--- src/rtl/mips_pkg.sv ---
// Shared definitions for the memory arbiter: FSM state encoding, the word
// returned to a requester whose access is aborted, and the default busy limit.
package mips_pkg;

    typedef enum logic [1:0] {
        IDLE    = 2'b00,
        BUSY_IF = 2'b01,
        BUSY_D  = 2'b10,
        RESP    = 2'b11
    } arb_state_e;

    localparam logic [31:0] ABORT_DATA             = 32'hDEADBEEF;
    localparam int          DEFAULT_TIMEOUT_CYCLES = 255;

endpackage

--- src/rtl/mem_arbiter_bus_timer.sv ---
// bus_timer: 16-bit busy-cycle counter for the memory arbiter.
// clear restarts the count, enable advances it by one per cycle, and expired
// is high during the cycle in which the count reaches the limit.
module bus_timer (
    input  logic        clk,
    input  logic        reset,
    input  logic        clear,
    input  logic        enable,
    input  logic [15:0] limit,
    output logic        expired
);

    logic [15:0] count_q;
    logic [15:0] count_d;

    // Next count: clear wins over enable, otherwise hold.
    always_comb begin
        count_d = count_q;
        if (clear) begin
            count_d = 16'd0;
        end else if (enable) begin
            count_d = count_q + 16'd1;
        end else begin
            count_d = count_q;
        end
    end

    // Count register, cleared asynchronously by reset.
    always_ff @(posedge clk or negedge reset) begin
        if (!reset) begin
            count_q <= 16'd0;
        end else begin
            count_q <= count_d;
        end
    end

    // The current cycle is the limit-th enabled cycle; widened to avoid wrap.
    assign expired = enable && (({1'b0, count_q} + 17'd1) >= {1'b0, limit});

endmodule

--- src/rtl/mem_arbiter.sv ---
// mem_arbiter: shares one memory port between instruction fetch and data
// accesses. Data wins when both request in IDLE. Address/data/write-enable are
// latched at grant and held for the whole access; the owner's ack pulses
// during the single RESP cycle, which never evaluates requests.
// Optional feature: define MEM_TIMEOUT_EN to abort accesses that stay busy for
// TIMEOUT_CYCLES cycles (ack with ABORT_DATA and a sticky bus_err).
module mem_arbiter
    import mips_pkg::*;
#(
    parameter int TIMEOUT_CYCLES = DEFAULT_TIMEOUT_CYCLES
) (
    input  logic        clk,
    input  logic        reset,
    input  logic        if_req,
    input  logic [31:0] if_addr,
    output logic [31:0] if_rdata,
    output logic        if_ack,
    input  logic        d_req,
    input  logic        d_we,
    input  logic [31:0] d_addr,
    input  logic [31:0] d_wdata,
    output logic [31:0] d_rdata,
    output logic        d_ack,
    output logic        mem_req,
    output logic        mem_we,
    output logic [31:0] mem_addr,
    output logic [31:0] mem_wdata,
    input  logic [31:0] mem_rdata,
    input  logic        mem_ack,
    output logic        stall,
    output logic        bus_err
);

    arb_state_e  state_q, state_d;
    logic        mem_req_q, mem_req_d;
    logic        mem_we_q, mem_we_d;
    logic [31:0] mem_addr_q, mem_addr_d;
    logic [31:0] mem_wdata_q, mem_wdata_d;
    logic [31:0] if_rdata_q, if_rdata_d;
    logic [31:0] d_rdata_q, d_rdata_d;
    logic        if_ack_q, if_ack_d;
    logic        d_ack_q, d_ack_d;
    logic        abort_s;

`ifdef MEM_TIMEOUT_EN
    localparam logic [15:0] TIMEOUT_LIMIT = 16'(TIMEOUT_CYCLES);

    logic timer_clear_s;
    logic timer_en_s;
    logic bus_err_q, bus_err_d;

    assign timer_clear_s = (state_q == IDLE) && (if_req || d_req);
    assign timer_en_s    = (state_q == BUSY_IF) || (state_q == BUSY_D);

    bus_timer u_bus_timer (
        .clk     (clk),
        .reset   (reset),
        .clear   (timer_clear_s),
        .enable  (timer_en_s),
        .limit   (TIMEOUT_LIMIT),
        .expired (abort_s)
    );

    // An abort only counts when memory did not answer in the same cycle.
    assign bus_err_d = bus_err_q || (timer_en_s && abort_s && !mem_ack);

    // Sticky bus error flag, cleared only by reset.
    always_ff @(posedge clk or negedge reset) begin
        if (!reset) begin
            bus_err_q <= 1'b0;
        end else begin
            bus_err_q <= bus_err_d;
        end
    end

    assign bus_err = bus_err_q;
`else
    assign abort_s = 1'b0;
    assign bus_err = 1'b0;
`endif

    // Next-state and next-output logic of the arbitration FSM.
    always_comb begin
        state_d     = state_q;
        mem_req_d   = mem_req_q;
        mem_we_d    = mem_we_q;
        mem_addr_d  = mem_addr_q;
        mem_wdata_d = mem_wdata_q;
        if_rdata_d  = if_rdata_q;
        d_rdata_d   = d_rdata_q;
        if_ack_d    = 1'b0;
        d_ack_d     = 1'b0;
        case (state_q)
            IDLE: begin
                if (d_req) begin
                    state_d     = BUSY_D;
                    mem_req_d   = 1'b1;
                    mem_we_d    = d_we;
                    mem_addr_d  = d_addr;
                    mem_wdata_d = d_wdata;
                end else if (if_req) begin
                    state_d     = BUSY_IF;
                    mem_req_d   = 1'b1;
                    mem_we_d    = 1'b0;
                    mem_addr_d  = if_addr;
                    mem_wdata_d = 32'd0;
                end else begin
                    state_d = IDLE;
                end
            end
            BUSY_IF: begin
                if (mem_ack) begin
                    if_rdata_d = mem_rdata;
                    mem_req_d  = 1'b0;
                    if_ack_d   = 1'b1;
                    state_d    = RESP;
                end else if (abort_s) begin
                    if_rdata_d = ABORT_DATA;
                    mem_req_d  = 1'b0;
                    if_ack_d   = 1'b1;
                    state_d    = RESP;
                end else begin
                    state_d = BUSY_IF;
                end
            end
            BUSY_D: begin
                if (mem_ack || abort_s) begin
                    // Stores complete without touching the load data register.
                    if (mem_we_q) begin
                        d_rdata_d = d_rdata_q;
                    end else if (mem_ack) begin
                        d_rdata_d = mem_rdata;
                    end else begin
                        d_rdata_d = ABORT_DATA;
                    end
                    mem_req_d = 1'b0;
                    d_ack_d   = 1'b1;
                    state_d   = RESP;
                end else begin
                    state_d = BUSY_D;
                end
            end
            RESP: begin
                state_d = IDLE;
            end
            default: begin
                state_d   = IDLE;
                mem_req_d = 1'b0;
            end
        endcase
    end

    // FSM and output registers; reset aborts any in-flight access.
    always_ff @(posedge clk or negedge reset) begin
        if (!reset) begin
            state_q     <= IDLE;
            mem_req_q   <= 1'b0;
            mem_we_q    <= 1'b0;
            mem_addr_q  <= 32'd0;
            mem_wdata_q <= 32'd0;
            if_rdata_q  <= 32'd0;
            d_rdata_q   <= 32'd0;
            if_ack_q    <= 1'b0;
            d_ack_q     <= 1'b0;
        end else begin
            state_q     <= state_d;
            mem_req_q   <= mem_req_d;
            mem_we_q    <= mem_we_d;
            mem_addr_q  <= mem_addr_d;
            mem_wdata_q <= mem_wdata_d;
            if_rdata_q  <= if_rdata_d;
            d_rdata_q   <= d_rdata_d;
            if_ack_q    <= if_ack_d;
            d_ack_q     <= d_ack_d;
        end
    end

    assign mem_req   = mem_req_q;
    assign mem_we    = mem_we_q;
    assign mem_addr  = mem_addr_q;
    assign mem_wdata = mem_wdata_q;
    assign if_rdata  = if_rdata_q;
    assign d_rdata   = d_rdata_q;
    assign if_ack    = if_ack_q;
    assign d_ack     = d_ack_q;

    // Pipeline freeze: an outstanding request that is not completing this cycle.
    assign stall = (if_req || d_req) && !(if_ack_q || d_ack_q);

endmodule

--- config.mk ---
export PLATFORM = sky130hd
export DESIGN_NAME = mem_arbiter
export DESIGN_NICKNAME = d
export VERILOG_FILES = /design/src/rtl/mips_pkg.sv /design/src/rtl/mem_arbiter_bus_timer.sv /design/src/rtl/mem_arbiter.sv
export SDC_FILE = /design/constraint.sdc
export NUM_CORES = 1
export LEC_CHECK = 0
export BUFFER_PORTS_ARGS = -buffer_cell sky130_fd_sc_hd__buf_4
export CAP_MARGIN = 40
export CORE_MARGIN = 2
export CORE_UTILIZATION = 46
export CTS_CLUSTER_DIAMETER = 60
export DETAILED_ROUTE_END_ITERATION = 8
export GPL_TIMING_DRIVEN = 0
export PLACE_DENSITY = 0.8
export SYNTH_ARGS = -nofsm -noshare
export SYNTH_HDL_FRONTEND = slang
export SYNTH_SLANG_ARGS = --single-unit
--- constraint.sdc ---
create_clock -name clk -period 2.1 [get_ports clk]
set_input_delay 0.21 -clock clk [delete_from_list [all_inputs] [get_ports clk]]
set_output_delay 0.21 -clock clk [all_outputs]
set_load 0.01 [all_outputs]
-- After elaboration in Yosys (flattened, before gate mapping)
Index checks and enable logic that the tools add are counted.
- RAM bits: 0
- input port bits: 134
- word-level logic and storage cells: 45
- output and inout bits: 134
- register bits after elaboration: 134
- memory bits (read-only): 0
- bits in latches: 0
- memories kept: 0
- bitwise gates (word level): 1
- mux-type cells: 18
- add/subtract/negate cells: 0
- shift operators: 0
- reduce and logical (&&, ||, !) cells: 12
- $lt $le $gt $ge: 0
- divide/modulo/power cells: 0
- multiply operators: 0
- equality and inequality tests: 5
- operators by type and width (operator ; number):
    two-way mux 32 bit ; 4
    two-way mux 1 bit ; 10
    case mux 2 bit (4 select lines) ; 1
    AND reduction 3 bit ; 2
    equality test 2 bit (second input constant) ; 2
    two-way mux 2 bit ; 2
    AND reduction 2 bit ; 2
    nonzero test 2 bit ; 2
    != test 3 bit (second input constant) ; 1
    equality test 2 x 1 -> 1 bit (second input constant) ; 1
    logical NOT 2 bit ; 1
    logical OR 1 bit ; 2
    != test 2 x 1 -> 1 bit (second input constant) ; 1
    case mux 1 bit (2 select lines) ; 1
    OR reduction 2 bit ; 1
    logical AND 1 bit ; 1
    logical NOT 1 bit ; 1
    inverter 1 bit ; 1

-- Longest topological paths before layout
Gate-level depths: netlist of the first run.
- depth after elaboration: 4
- gate-level depth with buffers: 7

-- Worst setup path after synthesis of the first run
OpenSTA, ideal clock, no wires.
- kind: register -> register
- from: reg state_q[0]
- to: reg d_rdata_q[10], in the netlist d_rdata[10]
- cell stages (with the launch flop): 8
- required time: 1.975 ns
- path slack: 0.579 ns
- arrival: 1.396 ns
- library setup time: 0.125 ns
- buffers on the path: 2
- cells stage by stage: dfrtp_1 -> inv_1 -> ha_1 -> and2_4 -> nand2b_4 -> buf_6 -> buf_12 -> mux2_4
- word-level cells in the longest chain between the ends: 2
- ends and longest elaborated chain (item ; RTL line ; RTL):
    start: declaration ; mem_arbiter.sv:34 ; arb_state_e state_q, state_d;
    start signal: assignment ; mem_arbiter.sv:166 ; state_q <= state_d;
    equality test 2 bit ; mem_arbiter.sv:93 ; case (state_q)
    AND reduction 3 bit (no line) ; n/a ;
    end signal: assignment ; mem_arbiter.sv:172 ; d_rdata_q <= d_rdata_d;
    end: declaration ; mem_arbiter.sv:40 ; logic [31:0] d_rdata_q, d_rdata_d;
No other way between the ends.
A chain may end at the register's enable or synchronous reset.

-- Worst setup path after layout of the first run
- from: reg state_q[1]
- to: reg if_rdata_q[12], in the netlist if_rdata[12]
- word-level cells in the longest chain between the ends: 2
- ends and longest elaborated chain (item ; RTL line ; RTL):
    equality test 2 x 1 -> 1 bit ; mem_arbiter.sv:93 ;
    AND reduction 2 bit (no line) ; n/a ;
    end signal: assignment ; mem_arbiter.sv:171 ; if_rdata_q <= if_rdata_d;
    end: declaration ; mem_arbiter.sv:39 ; logic [31:0] if_rdata_q, if_rdata_d;
No other way between the ends.

==> impl_metrics.prom, run 1 <==
# TYPE chip_impl_metric gauge
chip_impl_metric{name="synthesis.area_per_instance",unit="um2"} 14.5
chip_impl_info{name="rsz0062_at_grt",value="no"} 1
chip_impl_metric{name="num_rows",unit=""} 39
chip_impl_metric{name="wl_per_cell",unit="um"} 17.5
chip_impl_metric{name="crit_fanout",unit=""} 10
chip_impl_info{name="cts_tree",value="built"} 1
chip_impl_metric{name="p_sw",unit="mW"} 4.17
chip_impl_metric{name="drv.max_cap_violation_count",unit=""} 0
chip_impl_metric{name="cts_inserted_buffers",unit=""} 17
chip_impl_metric{name="p_leak",unit="nW"} 4.36
chip_impl_metric{name="fin_util",unit=""} 0.733
chip_impl_metric{name="grt_remaining_overflow",unit=""} 0
chip_impl_info{name="min_path_type",value="in2reg"} 1
chip_impl_metric{name="initialDrtViolationCount",unit=""} 201
chip_impl_metric{name="number_of_max_slew_violations_in_the_final_report",unit=""} 0
chip_impl_metric{name="cts.path.max_buffers",unit=""} 2
chip_impl_metric{name="power_frac_comb",unit=""} 0.416
chip_impl_metric{name="num_antenna_cells",unit=""} 0
chip_impl_metric{name="period_share",unit=""} 0.789
chip_impl_metric{name="post_route_cells_drive_above_1_share",unit=""} 0.560
chip_impl_metric{name="route.final.wire_length",unit="um"} 14500
chip_impl_metric{name="postSynthRegisterBits",unit=""} 134
chip_impl_metric{name="die_width",unit="um"} 113
chip_impl_metric{name="mappedNetlistNets",unit=""} 518
chip_impl_metric{name="syn-instance-count",unit=""} 379
chip_impl_metric{name="first_global_vias",unit=""} 4459
chip_impl_metric{name="rd_place_congestion",unit=""} 0.819
chip_impl_metric{name="yosys.cell_types.count",unit=""} 26
chip_impl_info{name="endpoint_kind",value="register"} 1
chip_impl_metric{name="detail-route-antenna-nets",unit=""} 0
chip_impl_metric{name="place.port_buffers",unit=""} 266
chip_impl_metric{name="final_nets",unit=""} 815
chip_impl_metric{name="timing.clock.skew",unit="ns"} 0.00733
chip_impl_metric{name="timing.hold.ws",unit="ns"} 0.0161
chip_impl_metric{name="cts.repair_timing.setup_buffer_count",unit=""} 0
chip_impl_info{name="mostFrequentLayoutCell",value="buf_4"} 1
chip_impl_metric{name="area_delta_synth_final",unit="%"} 53.6
chip_impl_metric{name="initial_core_util",unit=""} 0.477
chip_impl_metric{name="antenna_found_initial",unit=""} 0
chip_impl_metric{name="dr.pass1.iters",unit=""} 4
chip_impl_metric{name="dp_hpwl",unit="um"} 10900
chip_impl_metric{name="clock.fmax",unit="GHz"} 0.603
chip_impl_metric{name="p_sw_frac",unit=""} 0.315
chip_impl_metric{name="dp.cells",unit=""} 789
chip_impl_metric{name="vdd.ir_drop.worst",unit="mV"} 0.896
chip_impl_metric{name="fp.dieArea",unit="um2"} 12800
chip_impl_info{name="worstSetupPathType",value="reg2reg"} 1
chip_impl_metric{name="htree_num_levels",unit=""} 4
chip_impl_metric{name="postLayoutCellArea",unit="um2"} 8440
chip_impl_metric{name="n_fill_cell",unit=""} 748
chip_impl_info{name="critical_path.startpoint_type",value="register"} 1
chip_impl_metric{name="final_setup_tns",unit="ns"} 0
chip_impl_metric{name="critical_path_required",unit="ns"} 2.39
chip_impl_metric{name="clock_slew_at_reported_path_ffs",unit="ns"} 0.06
chip_impl_metric{name="synth_area",unit="um2"} 5500
chip_impl_metric{name="design.portCount",unit=""} 268
chip_impl_metric{name="drc_errors",unit=""} 0
chip_impl_metric{name="track_usage",unit=""} 0.229
chip_impl_metric{name="share_of_the_yosys_chip_area_belonging_to_registers",unit=""} 0.610
chip_impl_metric{name="power.share.sequential",unit=""} 0.351
chip_impl_info{name="root_buffer",value="clkbuf_16"} 1
chip_impl_metric{name="hold_violations",unit=""} 0
chip_impl_metric{name="core_region_area",unit="um2"} 11500
chip_impl_metric{name="internal_power_consumption",unit="mW"} 9.07
chip_impl_metric{name="clk_latency",unit="ns"} 0.41
chip_impl_metric{name="ys.warnings.count",unit=""} 0
chip_impl_metric{name="global_route_wire_length_before_repair",unit="um"} 22700
chip_impl_metric{name="pwr_density_cell",unit="nW/um2"} 1570
chip_impl_metric{name="post_dp_cell_area",unit="um2"} 7700
chip_impl_metric{name="crit_arrival",unit="ns"} 1.95
chip_impl_info{name="layout_common_cells",value="buf_4 (273), dfrtp_1 (134), mux2_2 (34)"} 1
chip_impl_info{name="run_status",value="complete, no violations"} 1
chip_impl_metric{name="grt_max_degree",unit=""} 86
chip_impl_metric{name="cts_sinks",unit=""} 134
chip_impl_metric{name="via_per_inst",unit=""} 5.03
chip_impl_metric{name="post_layout_nonfiller_instances",unit=""} 831
chip_impl_metric{name="period_minus_slack",unit="ns"} 1.66
chip_impl_metric{name="pwr-share-clk",unit=""} 0.233
chip_impl_metric{name="routed-via-count",unit=""} 4180
chip_impl_metric{name="setup_viol",unit=""} 0
chip_impl_metric{name="die_height",unit="um"} 113
==> metrics by stage <==
| stage | total power [mW] | setup WS (ns) |
|---|---|---|
| CTS | 13.4 | 0.433 |
| finish | 13.2 | 0.442 |
| global route | 14.0 | 0.333 |
| detailed placement | 10.2 | 0.450 |
| floorplan | 7.29 | 0.579 |
| global placement | 10.0 | 0.376 |
==> state kept, by name, indices dropped and copies added, names as in the netlist <==
register	count
mem_addr	32
mem_wdata	32
mem_we	1
d_rdata	32
if_ack	1
d_ack	1
mem_req	1
state_q	2
if_rdata	32
==> cells in the mapped netlist <==
master / n / share of area
inv_1: 2 / 0.0014
and2_1: 2 / 0.0023
nor2_1: 3 / 0.0020
o31ai_1: 1 / 0.0014
buf_2: 3 / 0.0027
nand2_1: 33 / 0.023
and2_4: 1 / 0.0016
buf_6: 7 / 0.014
clkbuf_1: 6 / 0.0041
a22o_1: 33 / 0.053
nand3b_1: 1 / 0.0014
conb_1: 1 / 0.00068
mux2_4: 30 / 0.082
buf_12: 3 / 0.011
mux2_2: 34 / 0.070
nor3b_1: 1 / 0.0014
o21ai_0: 30 / 0.027
nand2b_4: 1 / 0.0025
o21ai_1: 5 / 0.0046
mux2i_1: 32 / 0.058
o21ai_2: 1 / 0.0016
ha_1: 5 / 0.011
or2b_1: 1 / 0.0014
buf_4: 8 / 0.011
nor3_1: 1 / 0.00091
dfrtp_1: 134 / 0.61
==> repair_timing <==
| action | CTS | global route |
|---|---|---|
| hold buffers | 11 | 0 |
| resized for setup | 0 | 0 |
| hold endpoints to repair | 59 | 0 |
==> routing by layer <==
layer	part of all wire	track usage
met1	0.39	0.262
met2	0.52	0.402
met3	0.074	0.0750
met4	0.015	0.0846
met5	0	0
==> worst max-delay path, cell delays in order (launching register included) <==
cell and delay, ns:
dfrtp_1 0.40, inv_1 0.11, ha_1 0.16, and2_1 0.12, buf_2 0.21, buf_6 0.19, mux2_2 0.35
==> worst paths after layout <==
| check | from | end | slack (ns) | depth (start not counted) |
|---|---|---|---|---|
| min | d_wdata[31] | mem_wdata[31]$_DFFE_PN0P_ | 0.02 | 2 |
| max | state_q[1]$_DFF_PN0_ | if_rdata[12]$_DFFE_PN0P_ | 0.44 | 6 |
| max in group asynchronous | reset | mem_wdata[22]$_DFFE_PN0P_ | 1.01 | 3 |
| max reg2reg | state_q[1]$_DFF_PN0_ | if_rdata[12]$_DFFE_PN0P_ | 0.44 | 6 |
| min reg2reg | mem_addr[1]$_DFFE_PN0P_ | mem_addr[1]$_DFFE_PN0P_ | 0.48 | 2 |
| min in group asynchronous | reset | if_rdata[14]$_DFFE_PN0P_ | 0.32 | 2 |
==> logic make-up after synthesis <==
kind of cell / share of synthesized area
compound gates: 0.0874
fa+ha+maj: 0.0114
buf+inv: 0.0444
flops: 0.610
mux: 0.210
other cells: 0.000682
simple gates: 0.0360
==> power groups by stage <==
stage          Clock (mW)  Combinational [mW]  Sequential (mW)
6_report             3.08                5.51             4.65
2_1_floorplan           0                2.14             5.15
3_3_place_gp            0                5.40             4.60
3_5_place_dp            0                5.54             4.66
4_1_cts              3.15                5.57             4.65
5_1_grt              3.28                5.91             4.80
==> cell type report <==
type                       instances  area [um2]  share of cell area
multi-input combinational        216        1900               0.225
clock buffer                      24         512              0.0606
buffer                            27         236              0.0280
clock inverter                     7         116              0.0138
timing repair buffer             278        2140               0.253
inverter                           2        7.51            0.000889
tap                              143         179              0.0212
sequential                       134        3350               0.397
Power figures use the tool's default switching activity.
==> run 2: changes to the inputs <==
- ABC_AREA: not set -> 1
- CORE_UTILIZATION: 46 -> 47
- clock period: 2.1 -> 1.7 ns (I/O delays scaled with it)
==> impl_metrics.prom, run 2 <==
# TYPE chip_impl_metric gauge
chip_impl_metric{name="share_of_the_yosys_chip_area_belonging_to_registers",unit=""} 0.580
chip_impl_metric{name="clock.fmax",unit="GHz"} 0.614
chip_impl_metric{name="first_global_vias",unit=""} 5866
chip_impl_metric{name="cts_sinks",unit=""} 134
chip_impl_metric{name="ys_async_sr_fraction",unit=""} 1.00
chip_impl_metric{name="period_minus_slack",unit="ns"} 1.63
chip_impl_info{name="post_synth_top_area_cell",value="dfrtp_1"} 1
chip_impl_metric{name="dp_hpwl",unit="um"} 12500
chip_impl_metric{name="postSynthRegisterBits",unit=""} 134
chip_impl_info{name="cp_cell_sequence",value="dlygate4sd3_1, buf_4, nor2_8, buf_4, nor3_1, buf_4"} 1
chip_impl_metric{name="worst_r2r_path_depth",unit=""} 8
chip_impl_info{name="run_status",value="complete, no violations"} 1
chip_impl_metric{name="period_share",unit=""} 0.958
chip_impl_info{name="cts_tree",value="built"} 1
chip_impl_metric{name="yosys.cell_types.count",unit=""} 19
chip_impl_metric{name="mappedNetlistNets",unit=""} 802
chip_impl_metric{name="slew_headroom",unit=""} 0.663
chip_impl_metric{name="count_of_flip_flops_with_a_built_in_enable_after_synthesis",unit=""} 0
chip_impl_metric{name="drv.max_cap_violation_count",unit=""} 0
chip_impl_metric{name="drc_errors",unit=""} 0
chip_impl_metric{name="synth_area",unit="um2"} 5780
chip_impl_metric{name="critical_path_required",unit="ns"} 1.53
chip_impl_info{name="layout_common_cells",value="buf_4 (268), nand2_1 (200), dfrtp_1 (134)"} 1
chip_impl_metric{name="rd_place_congestion",unit=""} 0.899
chip_impl_info{name="crit_path_frequent_cell",value="buf_4"} 1
chip_impl_info{name="dominantRegCellSynth",value="dfrtp_1"} 1
chip_impl_metric{name="htree_num_levels",unit=""} 4
chip_impl_info{name="critical_path.endpoint",value="stall"} 1
chip_impl_metric{name="number_of_max_slew_violations_in_the_final_report",unit=""} 0
chip_impl_metric{name="p_leak",unit="nW"} 4.92
chip_impl_metric{name="cp.depth",unit=""} 6
chip_impl_metric{name="final_nets",unit=""} 1118
chip_impl_metric{name="routed-via-count",unit=""} 5759
chip_impl_metric{name="via_per_inst",unit=""} 5.06
chip_impl_info{name="critical_path.startpoint_type",value="input pin"} 1
chip_impl_metric{name="crit_fanout",unit=""} 10
chip_impl_info{name="root_buffer",value="clkbuf_16"} 1
chip_impl_info{name="rsz0062_at_grt",value="no"} 1
chip_impl_metric{name="core_region_area",unit="um2"} 12000
chip_impl_info{name="min_path_type",value="in2reg"} 1
chip_impl_info{name="most_common_library_cells_after_synthesis",value="nand2_1 (200), o21ai_0 (145), dfrtp_1 (134), inv_1 (71), nand3_1 (34)"} 1
chip_impl_metric{name="postLayoutCellArea",unit="um2"} 8910
chip_impl_info{name="worstSetupPathType",value="in2out"} 1
chip_impl_metric{name="clk_latency",unit="ns"} 0.42
chip_impl_metric{name="timing.hold.ws",unit="ns"} 0.0114
chip_impl_metric{name="initial_core_util",unit=""} 0.482
chip_impl_metric{name="grt_remaining_overflow",unit=""} 0
chip_impl_info{name="endpoint_kind",value="output pin"} 1
chip_impl_metric{name="wl_per_cell",unit="um"} 15.8
chip_impl_metric{name="synth.top_cell.area_share",unit=""} 0.580
chip_impl_metric{name="max_slew.worst_pin.slew",unit="ns"} 0.505
chip_impl_metric{name="synthesis.area_per_instance",unit="um2"} 8.72
chip_impl_metric{name="global_route_wire_length_before_repair",unit="um"} 28600
chip_impl_metric{name="syn-instance-count",unit=""} 663
chip_impl_metric{name="antenna_found_initial",unit=""} 0
chip_impl_info{name="post-synth-top-count-cell",value="nand2_1"} 1
chip_impl_metric{name="fp.dieArea",unit="um2"} 13200
chip_impl_metric{name="timing.critical_path.slowest_cell_delay",unit="ns"} 0.55
chip_impl_metric{name="post_dp_cell_area",unit="um2"} 7990
chip_impl_info{name="biggest_area_contributors_in_the_synthesized_netlist",value="dfrtp_1 (58%), nand2_1 (13%), o21ai_0 (13%)"} 1
chip_impl_metric{name="design.portCount",unit=""} 268
chip_impl_info{name="worst_setup_path_startpoint",value="if_req"} 1
chip_impl_metric{name="timing.clock.skew",unit="ns"} 0.00629
chip_impl_metric{name="cts.path.max_buffers",unit=""} 2
chip_impl_metric{name="route.final.wire_length",unit="um"} 17900
chip_impl_metric{name="setup_viol",unit=""} 0
chip_impl_metric{name="track_usage",unit=""} 0.282
chip_impl_metric{name="die_width",unit="um"} 115
chip_impl_metric{name="worstPathBufferInverterCount",unit=""} 4
chip_impl_metric{name="pwr_density_cell",unit="nW/um2"} 1740
chip_impl_metric{name="vdd.ir_drop.worst",unit="mV"} 1.02
chip_impl_metric{name="ys.warnings.count",unit=""} 0
chip_impl_metric{name="crit_arrival",unit="ns"} 1.46
chip_impl_metric{name="place.port_buffers",unit=""} 265
chip_impl_info{name="timing.rr.end",value="mem_wdata[29]$_DFFE_PN0P_"} 1
chip_impl_metric{name="die_height",unit="um"} 115
chip_impl_metric{name="area_delta_synth_final",unit="%"} 54.1
chip_impl_metric{name="grt_max_degree",unit=""} 90
chip_impl_metric{name="clock_slew_at_reported_path_ffs",unit="ns"} 0.05
chip_impl_metric{name="cts_inserted_buffers",unit=""} 17
chip_impl_metric{name="num_antenna_cells",unit=""} 0
chip_impl_info{name="mostFrequentLayoutCell",value="buf_4"} 1
chip_impl_metric{name="detail-route-antenna-nets",unit=""} 0
chip_impl_metric{name="post_route_cells_drive_above_1_share",unit=""} 0.342
chip_impl_metric{name="regToRegSetupSlack",unit="ns"} 0.11
chip_impl_metric{name="n_fill_cell",unit=""} 894
chip_impl_info{name="crit_slowest_cell",value="dlygate4sd3_1"} 1
chip_impl_metric{name="initialDrtViolationCount",unit=""} 480
chip_impl_info{name="cp_top_family",value="buffers and inverters"} 1
chip_impl_metric{name="dr.pass1.iters",unit=""} 5
chip_impl_metric{name="hold_violations",unit=""} 0
chip_impl_metric{name="num_rows",unit=""} 40
chip_impl_info{name="worst_r2r_startpoint",value="state_q[1]$_DFF_PN0_"} 1
run 2: cell families (layout without fill, tap and decap cells):
group	count (synthesis)	count (layout)	share of synthesized area
and+or+nand+nor	240	240	0.169
buffers and inverters	119	447	0.0976
adders and majority gates	5	5	0.0108
AOI/OAI and AO/OA	164	164	0.142
DFF	134	134	0.580
other	1	1	0.000648
run 2: layout make-up:
class,count,area (um2),area share
buffer,46,300,0.0337
clock buffer,22,474,0.0532
clock inverter,9,125,0.0140
inverter,73,274,0.0307
multi-input combinational,410,1870,0.210
sequential,134,3350,0.376
tap,147,184,0.0206
timing repair buffer,297,2330,0.262
run 2: report_power, final:
part | switching (mW) | internal, mW | leakage (nW)
Clock | 1.29 | 2.40 | 0.292
Combinational | 3.40 | 3.00 | 2.94
Sequential | 0.783 | 4.63 | 1.69
Total | 5.47 | 10.0 | 4.92
run 2: worst min-delay path: stages:
cell and delay, ns:
buf_4 0.08, nand3_1 0.07, nand2_1 0.07
run 2: stage by stage:
step | TNS (ns) | power [mW] | utilization | instances | worst slack, ns
detailed placement | 0 | 11.7 | 0.665 | 1076 | 0.0405
global route | 0 | 16.5 | 0.742 | 1138 | 0.0205
global placement | -3.83 | 11.5 | 0.663 | 1075 | -0.0419
finish | 0 | 15.5 | 0.742 | 1138 | 0.0712
floorplan | 0 | 8.29 | - | 663 | 0.310
CTS | 0 | 15.5 | 0.741 | 1138 | 0.0231
run 2: per-layer routing:
| layer | share of wire | GRT usage | up-vias | wire (um) |
|---|---|---|---|---|
| li1 | - | - | 2735 | - |
| met1 | 0.40 | 0.341 | 2702 | 7200 |
| met2 | 0.49 | 0.461 | 256 | 8860 |
| met3 | 0.062 | 0.0696 | 66 | 1110 |
| met4 | 0.043 | 0.160 | 0 | 779 |
| met5 | 0 | 0 | - | 0 |
run 2: how the worst min path moves through the flow:
stage,start,to,slack [ns],cells after the start
6_report,d_wdata[9],mem_wdata[9]$_DFFE_PN0P_,0.01,3
5_1_grt,d_wdata[16],mem_wdata[16]$_DFFE_PN0P_,0.02,3
4_1_cts,mem_ack,d_ack$_DFF_PN0_,0.005,3
3_5_place_dp,reset,mem_wdata[28]$_DFFE_PN0P_,0.12,1
3_3_place_gp,d_wdata[4],mem_wdata[4]$_DFFE_PN0P_,0.40,3
2_1_floorplan,reset,d_ack$_DFF_PN0_,-0.13,0
run 2: what timing repair did:
action,4_1_cts,5_1_grt
buffers inserted,0,0
gates resized for setup,0,31
hold buffers,31,0
setup endpoints to repair,0,64
hold endpoints to repair,75,0
==> run 3: changes to the inputs <==
- PLACE_DENSITY: 0.8 -> 0.86
- clock period: 1.7 -> 1.87 ns (I/O delays scaled with it)
==> impl_metrics.prom, run 3 (synthesized netlist as in run 2, its figures left out) <==
# TYPE chip_impl_metric gauge
chip_impl_metric{name="crit_fanout",unit=""} 10
chip_impl_metric{name="timing.critical_path.slowest_cell_delay",unit="ns"} 0.40
chip_impl_metric{name="wl_per_cell",unit="um"} 15.3
chip_impl_metric{name="regArea",unit="um2"} 3350
chip_impl_metric{name="slew_headroom",unit=""} 0.606
chip_impl_metric{name="final_nets",unit=""} 1095
chip_impl_info{name="worst_r2r_startpoint",value="state_q[0]$_DFF_PN0_"} 1
chip_impl_metric{name="vdd.ir_drop.worst",unit="mV"} 0.900
chip_impl_metric{name="regToRegSetupSlack",unit="ns"} 0.14
chip_impl_metric{name="final_setup_tns",unit="ns"} 0
chip_impl_metric{name="die_height",unit="um"} 115
chip_impl_metric{name="pwr_density_cell",unit="nW/um2"} 1600
chip_impl_metric{name="clock_slew_at_reported_path_ffs",unit="ns"} 0.06
chip_impl_metric{name="num_rows",unit=""} 40
chip_impl_metric{name="grt_remaining_overflow",unit=""} 0
chip_impl_metric{name="antenna_found_initial",unit=""} 0
chip_impl_info{name="critical_path.startpoint_type",value="register"} 1
chip_impl_info{name="endpoint_kind",value="register"} 1
chip_impl_metric{name="area_delta_synth_final",unit="%"} 49.3
chip_impl_metric{name="period_share",unit=""} 0.925
chip_impl_metric{name="timing.clock.skew",unit="ns"} 0.00697
chip_impl_info{name="crit_slowest_cell",value="dfrtp_1"} 1
chip_impl_metric{name="initialDrtViolationCount",unit=""} 571
chip_impl_metric{name="post_route_cells_drive_above_1_share",unit=""} 0.343
chip_impl_metric{name="worst_r2r_path_depth",unit=""} 8
chip_impl_info{name="critical_path.endpoint",value="mem_addr[0]$_DFFE_PN0P_"} 1
chip_impl_metric{name="post_dp_cell_area",unit="um2"} 7990
chip_impl_metric{name="dr.pass1.iters",unit=""} 7
chip_impl_metric{name="drc_errors",unit=""} 0
chip_impl_metric{name="first_global_vias",unit=""} 5521
chip_impl_metric{name="detail-route-antenna-nets",unit=""} 0
chip_impl_metric{name="cp.depth",unit=""} 8
chip_impl_metric{name="p_leak",unit="nW"} 4.79
chip_impl_info{name="cp_cell_sequence",value="inv_1, ha_1, buf_4, inv_2, buf_6, clkbuf_2, o21ai_0, nand2_1"} 1
chip_impl_metric{name="number_of_max_slew_violations_in_the_final_report",unit=""} 0
chip_impl_metric{name="n_fill_cell",unit=""} 913
chip_impl_metric{name="cts_sinks",unit=""} 134
chip_impl_metric{name="track_usage",unit=""} 0.263
chip_impl_metric{name="cts_inserted_buffers",unit=""} 17
chip_impl_metric{name="multi_input_logic_area",unit="um2"} 1870
chip_impl_metric{name="period_minus_slack",unit="ns"} 1.73
chip_impl_info{name="worst_setup_path_startpoint",value="state_q[0]$_DFF_PN0_"} 1
chip_impl_info{name="run_status",value="complete, no violations"} 1
chip_impl_metric{name="core_region_area",unit="um2"} 12000
chip_impl_metric{name="via_per_inst",unit=""} 5.02
chip_impl_metric{name="worstPathBufferInverterCount",unit=""} 5
chip_impl_metric{name="place.port_buffers",unit=""} 265
chip_impl_metric{name="max_slew.worst_pin.slew",unit="ns"} 0.591
chip_impl_metric{name="routed-via-count",unit=""} 5602
chip_impl_metric{name="setup_viol",unit=""} 0
chip_impl_info{name="worstSetupPathType",value="reg2reg"} 1
chip_impl_metric{name="fp.dieArea",unit="um2"} 13200
chip_impl_metric{name="route.final.wire_length",unit="um"} 17100
chip_impl_metric{name="crit_arrival",unit="ns"} 2.01
chip_impl_info{name="rsz0062_at_grt",value="no"} 1
chip_impl_metric{name="cts.path.max_buffers",unit=""} 2
chip_impl_metric{name="clk_latency",unit="ns"} 0.41
chip_impl_metric{name="drv.max_cap_violation_count",unit=""} 0
chip_impl_metric{name="design.portCount",unit=""} 268
chip_impl_metric{name="global_route_wire_length_before_repair",unit="um"} 27100
chip_impl_metric{name="rd_place_congestion",unit=""} 0.862
chip_impl_metric{name="grt_max_degree",unit=""} 74
chip_impl_info{name="cp_top_family",value="buffers and inverters"} 1
chip_impl_metric{name="initial_core_util",unit=""} 0.482
chip_impl_metric{name="postLayoutCellArea",unit="um2"} 8640
chip_impl_metric{name="dp_hpwl",unit="um"} 12400
chip_impl_info{name="layout_common_cells",value="buf_4 (267), nand2_1 (200), o21ai_0 (145)"} 1
chip_impl_metric{name="critical_path_required",unit="ns"} 2.15
chip_impl_info{name="mostFrequentLayoutCell",value="buf_4"} 1
chip_impl_metric{name="hold_violations",unit=""} 0
chip_impl_metric{name="htree_num_levels",unit=""} 4
chip_impl_metric{name="die_width",unit="um"} 115
chip_impl_info{name="cts_tree",value="built"} 1
chip_impl_metric{name="num_antenna_cells",unit=""} 0
chip_impl_info{name="root_buffer",value="clkbuf_16"} 1
chip_impl_info{name="timing.rr.end",value="mem_addr[0]$_DFFE_PN0P_"} 1
chip_impl_info{name="min_path_type",value="in2reg"} 1
chip_impl_metric{name="clock.fmax",unit="GHz"} 0.578
## run 3: changes by cell type in the layout (fill, tap and decap cells not counted), moves of 2 or more
cell	delta
o21ai_1	-12
clkbuf_1	+6
dlygate4sd3_1	-23
o21ai_0	+13
buf_2	-2
## run 3: area by class of cell
class,count,area share
timing repair buffer,274,0.243
inverter,73,0.0317
sequential,134,0.388
multi-input combinational,410,0.216
tap,147,0.0213
clock buffer,22,0.0538
buffer,46,0.0336
clock inverter,9,0.0119
## run 3: metal layers
| metal | global-route usage | vias up | wire [um] |
|---|---|---|---|
| met3 | 0.0764 | 52 | 1030 |
| met1 | 0.328 | 2641 | 7080 |
| met4 | 0.117 | 0 | 546 |
| li1 | - | 2692 | - |
| met5 | 0 | - | 0 |
| met2 | 0.427 | 217 | 8450 |
## run 3: what timing repair did
item / 4_1_cts / 5_1_grt
gates resized for setup: 0 / 0
hold buffers: 8 / 0
buffers inserted: 0 / 0
hold endpoints to repair: 68 / 0
## run 3: tightest hold or removal path: stages
cell and delay, ns:
buf_4 0.08, nand3_1 0.06, nand2_1 0.06
## run 3: per-stage QoR
stage                util  std cells  setup slack (ns)  power [mW]  hold WS (ns)
finish              0.719       1115             0.140        13.8       0.00584
global route        0.719       1115           0.00267        14.7       0.00425
CTS                 0.719       1115             0.125        13.9      0.000252
detailed placement  0.665       1076             0.240        10.6         0.202
global placement    0.663       1075             0.128        10.4         0.416
floorplan               -        663             0.480        7.53        -0.109
## run 3: where the power goes
group | switching [mW] | total, mW | internal, mW
registers | 0.723 | 4.93 | 4.21
clock network | 1.18 | 3.19 | 2.01
logic | 3.03 | 5.70 | 2.66
## run 3: worst min-delay path by stage
stage | from | to | slack [ns] | depth (start not counted)
2_1_floorplan | reset | d_ack$_DFF_PN0_ | -0.11 | 0
3_3_place_gp | d_wdata[22] | mem_wdata[22]$_DFFE_PN0P_ | 0.42 | 3
3_5_place_dp | reset | if_rdata[9]$_DFFE_PN0P_ | 0.20 | 1
4_1_cts | d_wdata[20] | mem_wdata[20]$_DFFE_PN0P_ | 0.0003 | 3
5_1_grt | d_wdata[8] | mem_wdata[8]$_DFFE_PN0P_ | 0.004 | 3
6_report | d_wdata[1] | mem_wdata[1]$_DFFE_PN0P_ | 0.006 | 3
